--- config.mk ---
export PLATFORM = sky130hd
export DESIGN_NAME = dice_roll_engine
export DESIGN_NICKNAME = d
export VERILOG_FILES = /design/src/rtl/dice_roll_engine.sv
export SDC_FILE = /design/constraint.sdc
export NUM_CORES = 1
export LEC_CHECK = 0
export BUFFER_PORTS_ARGS = -buffer_cell sky130_fd_sc_hd__buf_2
export CAP_MARGIN = 20
export CORE_MARGIN = 5
export CORE_UTILIZATION = 58
export DETAILED_ROUTE_END_ITERATION = 6
export MAX_ROUTING_LAYER = met4
export PLACE_DENSITY = 0.86
export SYNTH_ARGS = -nofsm -noshare
export SYNTH_HDL_FRONTEND = slang
export SYNTH_SLANG_ARGS = --single-unit
--- constraint.sdc ---
create_clock -name clk -period 4.7 [get_ports clk]
set_clock_uncertainty 0.2 [all_clocks]
set_input_delay 1.175 -clock clk [delete_from_list [all_inputs] [get_ports clk]]
set_output_delay 1.175 -clock clk [all_outputs]
set_load 0.05 [all_outputs]
--- src/rtl/dice_roll_engine.sv ---
// Dice roll engine: draws unbiased die faces from an external entropy source
// using rejection sampling over a bit-serial restoring divider.
module dice_roll_engine #(
    parameter int unsigned RAND_W   = 8,
    parameter int unsigned MAX_DICE = 4,
    parameter int unsigned SIDES_W  = 7,
    localparam int unsigned N_W     = $clog2(MAX_DICE + 1),
    localparam int unsigned SUM_W   = $clog2(MAX_DICE * ((1 << SIDES_W) - 1) + 1)
) (
    input  logic                          clk,
    input  logic                          reset,
    input  logic                          start,
    input  logic [SIDES_W-1:0]            sides,
    input  logic [N_W-1:0]                num_dice,
    input  logic [RAND_W-1:0]             rand_value,
    input  logic                          rand_valid,
    output logic                          rand_ready,
    output logic                          busy,
    output logic                          done,
    output logic                          err,
    output logic [MAX_DICE*SIDES_W-1:0]   die_vals,
    output logic [SUM_W-1:0]              roll_sum,
    output logic [7:0]                    reject_cnt
);

    localparam int unsigned CNT_W = $clog2(RAND_W + 1);
    localparam logic [RAND_W:0] LIMIT = {1'b1, {RAND_W{1'b0}}};

    // The remainder must fit alongside the random word in the acceptance test.
    if (SIDES_W > RAND_W) begin : g_bad_sides_w
        $error("SIDES_W must not exceed RAND_W");
    end

    typedef enum logic [2:0] {
        IDLE,
        SAMPLE,
        DIVIDE,
        CHECK,
        DONE
    } state_t;

    state_t               state;
    state_t               state_nx;
    logic [SIDES_W-1:0]   sides_q;
    logic [N_W-1:0]       ndice_q;
    logic [N_W-1:0]       idx;
    logic [RAND_W-1:0]    r_word;
    logic [RAND_W-1:0]    div_sh;
    logic [SIDES_W:0]     rem;
    logic [CNT_W-1:0]     bit_cnt;

    logic                 bad_req_c;
    logic [SIDES_W:0]     rem_sh_c;
    logic [SIDES_W:0]     rem_nx_c;
    logic [RAND_W:0]      chk_c;
    logic                 accept_c;
    logic                 last_c;
    logic [SIDES_W-1:0]   face_c;

    // Request validation, divider step and acceptance test.
    always_comb begin
        bad_req_c = (sides < SIDES_W'(2)) || (num_dice == '0) || (num_dice > N_W'(MAX_DICE));
        rem_sh_c  = {rem[SIDES_W-1:0], div_sh[RAND_W-1]};
        rem_nx_c  = rem_sh_c;
        if (rem_sh_c >= {1'b0, sides_q}) begin
            rem_nx_c = rem_sh_c - {1'b0, sides_q};
        end
        chk_c    = (RAND_W+1)'(r_word) - (RAND_W+1)'(rem) + (RAND_W+1)'(sides_q);
        accept_c = (chk_c <= LIMIT);
        last_c   = ((idx + N_W'(1)) == ndice_q);
        face_c   = SIDES_W'(rem + (SIDES_W+1)'(1));
    end

    // State register.
    always_ff @(posedge clk or posedge reset) begin
        if (reset) begin
            state <= IDLE;
        end else begin
            state <= state_nx;
        end
    end

    // Next-state logic.
    always_comb begin
        state_nx = state;
        case (state)
            IDLE:    if (start) state_nx = bad_req_c ? DONE : SAMPLE;
            SAMPLE:  if (rand_valid) state_nx = DIVIDE;
            DIVIDE:  if (bit_cnt == CNT_W'(RAND_W - 1)) state_nx = CHECK;
            CHECK:   state_nx = (accept_c && last_c) ? DONE : SAMPLE;
            DONE:    state_nx = IDLE;
            default: state_nx = IDLE;
        endcase
    end

    // Status outputs registered from the next state.
    always_ff @(posedge clk or posedge reset) begin
        if (reset) begin
            busy       <= 1'b0;
            done       <= 1'b0;
            rand_ready <= 1'b0;
        end else begin
            busy       <= (state_nx != IDLE);
            done       <= (state_nx == DONE);
            rand_ready <= (state_nx == SAMPLE);
        end
    end

    // Roll datapath: request latch, divider, and result accumulation.
    always_ff @(posedge clk or posedge reset) begin
        if (reset) begin
            sides_q    <= '0;
            ndice_q    <= '0;
            idx        <= '0;
            r_word     <= '0;
            div_sh     <= '0;
            rem        <= '0;
            bit_cnt    <= '0;
            err        <= 1'b0;
            die_vals   <= '0;
            roll_sum   <= '0;
            reject_cnt <= '0;
        end else begin
            case (state)
                IDLE: begin
                    if (start) begin
                        sides_q    <= sides;
                        ndice_q    <= num_dice;
                        idx        <= '0;
                        err        <= bad_req_c;
                        die_vals   <= '0;
                        roll_sum   <= '0;
                        reject_cnt <= '0;
                    end
                end
                SAMPLE: begin
                    if (rand_valid) begin
                        r_word  <= rand_value;
                        div_sh  <= rand_value;
                        rem     <= '0;
                        bit_cnt <= '0;
                    end
                end
                DIVIDE: begin
                    rem     <= rem_nx_c;
                    div_sh  <= div_sh << 1;
                    bit_cnt <= bit_cnt + CNT_W'(1);
                end
                CHECK: begin
                    if (accept_c) begin
                        for (int i = 0; i < int'(MAX_DICE); i++) begin
                            if (idx == N_W'(i)) begin
                                die_vals[i*SIDES_W +: SIDES_W] <= face_c;
                            end
                        end
                        roll_sum <= roll_sum + SUM_W'(rem) + SUM_W'(1);
                        idx      <= idx + N_W'(1);
                    end else if (reject_cnt != 8'hFF) begin
                        reject_cnt <= reject_cnt + 8'd1;
                    end
                end
                default: begin
                end
            endcase
        end
    end

endmodule

# Word-level counts from Yosys, hierarchy flattened
# Index checks and enable logic that the tools add are counted.
[totals]
inputBits = 22
regBits = 93
wordCells = 99
out_inout_bits = 49
[op_classes]
n_reduce_logical = 18
addsub = 9
n_eq_ne = 20
magnitude_cmp = 4
n_mux = 30
[op_table]
columns = ["op", "count"]
rows = [
  ["28-bit 2-to-1 mux", 2],
  ["28-bit case mux with 2 select lines", 1],
  ["8-bit 2-to-1 mux", 6],
  ["8-bit case mux with 2 select lines", 3],
  ["7-bit 2-to-1 mux", 4],
  ["3-bit 2-to-1 mux", 7],
  ["4-bit AND reduction", 5],
  ["9-bit 2-to-1 mux", 2],
  ["2-bit != test, second input constant", 9],
  ["9-bit case mux with 2 select lines", 1],
  ["3-bit by 2-bit equality test with 1-bit output, second input constant", 4],
  ["3-bit case mux with 4 select lines", 1],
  ["9-bit by 1-bit adder with 9-bit output, second input constant", 1],
  ["9-bit by 7-bit adder with 9-bit output", 1],
  ["9-bit by 8-bit adder with 9-bit output", 1],
  ["3-bit by 1-bit equality test with 1-bit output, second input constant", 3],
  ["9-bit <= comparator, second input constant", 1],
  ["3-bit logical NOT", 3],
  ["8-bit by 8-bit subtractor with 9-bit output", 1],
  ["8-bit by 1-bit adder with 8-bit output, second input constant", 1],
  ["8-bit by 7-bit >= comparator with 1-bit output", 1],
  ["8-bit != test, second input constant", 1],
  ["4-bit case mux with 2 select lines", 1],
  ["8-bit by 7-bit subtractor with 8-bit output", 1],
  ["16 further kinds", 20],
]

# Depth between registers and ports, before layout
[depth]
depth_word = 7
depth_mapped = 14
depth_no_buf = 13

# Least setup slack after synthesis
# Ideal clock, no wire load.
[synth_path]
kind = "register -> register"
startpoint = "reg rem[2]"
endpoint = "reg roll_sum[8]"
arrival_time_ns = 3.063
required_ns = 4.416
setup_time_ns = 0.084
n_path_buf = 1
slack_ns = 1.353
synth_period_minus_slack_ns = 3.347
stages_incl_launch_ff = 12
cell_sequence = "dfrtp_1 > inv_1 > fa_1 > ha_1 > nor2b_1 > o21ba_2 > or4_4 > a31oi_4 > a32o_2 > buf_4 > o311a_1 > mux2i_1"
[synth_between]
elab_chain_len = 5
word_cells_on_any_way = 9
classes_between = "4 x add/sub; 1 x order compare; 1 x eq/ne; 2 x mux; 1 x reduce/logical"
[synth_rtl]
columns = ["element", "line_no", "source"]
rows = [
  ["from (decl)", "49", "logic [SIDES_W:0] rem;"],
  ["from (signal assigned)", "145", "rem <= rem_nx_c;"],
  ["8-bit by 8-bit subtractor with 9-bit output", "68", "chk_c = (RAND_W+1)'(r_word) - (RAND_W+1)'(rem) + (RAND_W+1)'(sides_q);"],
  ["9-bit by 7-bit adder with 9-bit output", "68", ""],
  ["9-bit <= comparator", "69", "accept_c = (chk_c <= LIMIT);"],
  ["2-bit != test (no source line)", "--", ""],
  ["3-bit AND reduction (no source line)", "--", ""],
  ["to (signal assigned)", "156", "roll_sum <= roll_sum + SUM_W'(rem) + SUM_W'(1);"],
  ["to (decl)", "22", "output logic [SUM_W-1:0] roll_sum,"],
]
# Several ways; a longest one is shown, not always the timed one. The select of a mux whose other input is x is not followed.
# A chain may end at the register's enable or synchronous reset.

# Final worst setup path
[layout_path]
startpoint = "reg rem[1]"
endpoint = "reg reject_cnt[6]"
[layout_between]
elab_chain_len = 5
[layout_rtl]
columns = ["element", "line_no", "source"]
rows = [
  ["8-bit by 8-bit subtractor with 9-bit output", "68", ""],
  ["9-bit by 7-bit adder with 9-bit output", "68", ""],
  ["9-bit <= comparator", "69", ""],
  ["2-bit != test (no source line)", "--", ""],
  ["4-bit AND reduction (no source line)", "--", ""],
  ["to (signal assigned)", "159", "reject_cnt <= reject_cnt + 8'd1;"],
  ["to (decl)", "23", "output logic [7:0] reject_cnt"],
]
# Every way passes these cells.

==> run summary <==
P&R area growth vs syn: 12.9%
Reg power frac: 28.0%
Final setup viols: 0
Dpl ws: 0.853 ns
Hold path start: roll_sum[8]$_DFFE_PP0P_
Worst Setup SP: rem[1]$_DFFE_PP0P_
Post-synthesis instance total: 536
CTS root buffer: clkbuf_8
WS Path Type: reg -> reg
Status: complete, no violations
Final worst slack: 0.803 ns
CP arrival: 3.95 ns
Hold WC Path Type: reg -> reg
Slew headroom: 30.1%
Sinks on Clock Net: 93
Vias/cell: 5.86
Pint: 0.00225 W
Most frequent cell after synthesis: nand2_1
Pre-antenna DRT Iters: 5
Placed Area: 5770 µm²
Hold buffer count at cts: 0
Hold path depth: 1
Fillers: 675
Largest area contributor in the netlist: dfrtp_1
Final period utilization: 82.9%
Area share of the largest cell type after synthesis: 43.9%
Core region area: 8810 µm²
Total Wirelength: 12.4 mm
Initial antenna violation count: 0
Post-synth EDFFs: 0
Drt drc: 0
Unique masters post-synth: 56
Final Util: 68.0%
Req. time, crit path: 4.75 ns
Worst skew pair latency: 0.38 ns
FF/Latch Area: 2330 µm²
Tot GR Track Use: 23.9%
Die width: 106 µm
Initial drt markers: 258
Antenna viol nets, final: 0
Worst-path clk slew: 0.10 ns
Multi-input gate area: 2750 µm²
Comb pwr share: 58.3%
Worst Tran Pin Value: 1.04 ns
Final hold violations: 0
Num CTS Buffers: 9
R2r setup slk: 0.80 ns
Buffers on Ports: 70
Hold path endpoint: roll_sum[8]$_DFFE_PP0P_
Total power: 0.00422 W
Placer Congestion: 0.944
CTS H-tree lvls: 3
Largest net degree at the start of global routing: 38
Max_cap viols: 0
CP max FO: 10
Max-slew violations: 0
Synth top cells by count: nand2_1, dfrtp_1, mux2i_1, inv_1, ha_1
Avg Inst Size Synth: 9.89 µm²
Crit path launch type: flop
Leak Pwr: 3.05 nW
Average wire per standard cell: 17.2 µm
Netlist Area Pre-Place: 5300 µm²
Number of diodes: 0
Synth area leaders: dfrtp_1, mux2i_1, ha_1
Min Tclk post-route: 3.90 ns
Gr ovfl total: 0
# rows: 34
Power per cell area: 705 nW/µm²
Setup TNS: 0 ns
Syn Nets: 600
Sw frac: 46.7%
Postcts setup bufs: 0
Top FF cell, synth: dfrtp_1
Worst reg2reg path startpoint: rem[1]$_DFFE_PP0P_
Vias: 4210
R2r worst-path depth: 11
Top-Level Pins: 71
Critical path capture point type: flop
Asr flop ratio synth: 100%
Yosys reg bits: 93
Max Clk Rate: 257 MHz
Cts repair resizes: 0
Post-route cell area: 5980 µm²
Detailed placement HPWL: 9.51 mm
Clock buffer depth: 2
RSZ-0062 raised after global routing: no
Nets@finish: 670
R2r endpoint: reject_cnt[6]$_DFFE_PP0P_
Net Switching: 0.00197 W
Share of layout cells above drive strength 1: 18.3%
Sequential area share after synthesis: 43.9%
First-pass GRT wire length: 20.9 mm
Clock power frac: 13.7%
Die ar.: 11200 µm²
Synth warn: 0
Initial core utilization: 60.2%
Die Span Y: 106 µm
CTS tree: yes
Vias in the first global route: 4302
Worst vdd ir: 0.406 mV
## cell families after synthesis
family	count (synthesis)	share of synthesized area (%)
xor gates and xnor gates	20	3.30
muxes	46	8.69
DFF	93	43.9
and+or+nand+nor	190	16.7
buffers and inverters	58	4.41
AOI/OAI and AO/OA	87	11.8
adders and majority gates	42	11.2
## worst max-delay path by stage
stage,to,depth (start not counted),slack [ns]
floorplan,bit_cnt[0]$_DFFE_PP0P_,1,0.90
global placement,die_vals[3]$_DFFE_PP0P_,10,0.99
detailed placement,die_vals[20]$_DFFE_PP0P_,10,0.85
CTS,die_vals[20]$_DFFE_PP0P_,10,0.81
global route,die_vals[14]$_DFFE_PP0P_,10,0.61
finish,reject_cnt[6]$_DFFE_PP0P_,11,0.80
## registers in the layout (all words and copies together) (netlist names), 3 cells and up
register and flops:
reject_cnt 8, roll_sum 9, bit_cnt 4, die_vals 28, r_word 8, idx 3
sides_q 7, state 3, ndice_q 3, rem 8, div_sh 8
## metrics by stage
stage,cells,hold WS (ns)
final,719,0.297
after global routing,719,0.339
after CTS,719,0.305
after detailed placement,703,0.284
after global placement,703,0.270
after floorplan,536,0.246
## area by class of cell
| class | instances | area share [%] |
|---|---|---|
| Tap cell | 108 | 2.26 |
| Clock inverter | 7 | 1.51 |
| Sequential cell | 93 | 38.9 |
| Timing Repair Buffer | 79 | 6.98 |
| Clock buffer | 9 | 2.07 |
| Multi-Input combinational cell | 385 | 45.9 |
| Inverter | 38 | 2.40 |
## layout by cell type (no fill, tap or decap), types with 3 or more instances in the layout
master,instances
o21a_1,7
nand3b_1,3
a22o_1,3
ha_1,33
inv_8,3
and3_1,7
mux2i_1,46
nor2_1,13
nor2b_1,7
o22ai_1,6
buf_2,70
a21oi_1,8
xnor2_1,13
xor2_1,7
nand3_1,12
a31oi_1,3
inv_1,37
buf_4,9
fa_1,9
a222oi_1,7
or2_2,4
a31o_2,3
nand4_1,4
nand2_1,109
nor3b_1,4
nor3_1,8
and2_1,3
nand2b_1,4
clkbuf_8,9
dfrtp_1,93
or3_1,3
o21ai_0,26
## power groups by stage
stage	sequential [W]	combinational [W]	clock [W]
floorplan	0.00125	0.00179	0
global placement	0.00118	0.00231	0
detailed placement	0.00120	0.00241	0
CTS	0.00118	0.00243	0.000584
global route	0.00121	0.00273	0.000609
finish	0.00118	0.00246	0.000577
## worst max-delay path, cell delays in order (launching register included)
cell      delay [ns]
dfrtp_1         0.52
inv_1           0.14
fa_1            0.52
inv_1           0.06
fa_1            0.45
nor2b_1         0.17
o21ai_0         0.11
a211oi_1        0.38
nor4b_1         0.16
a211oi_2        0.69
nand4_1         0.22
mux2i_1         0.16
## per-layer routing
layer	GRT usage, %	wire [µm]	vias to the layer above
met5	-	0	-
met3	4.10	738	18
li1	-	-	2008
met1	30.8	5330	2045
met2	38.9	6160	139
met4	7.59	165	0
Note: power is estimated with default switching activity, not from simulation.
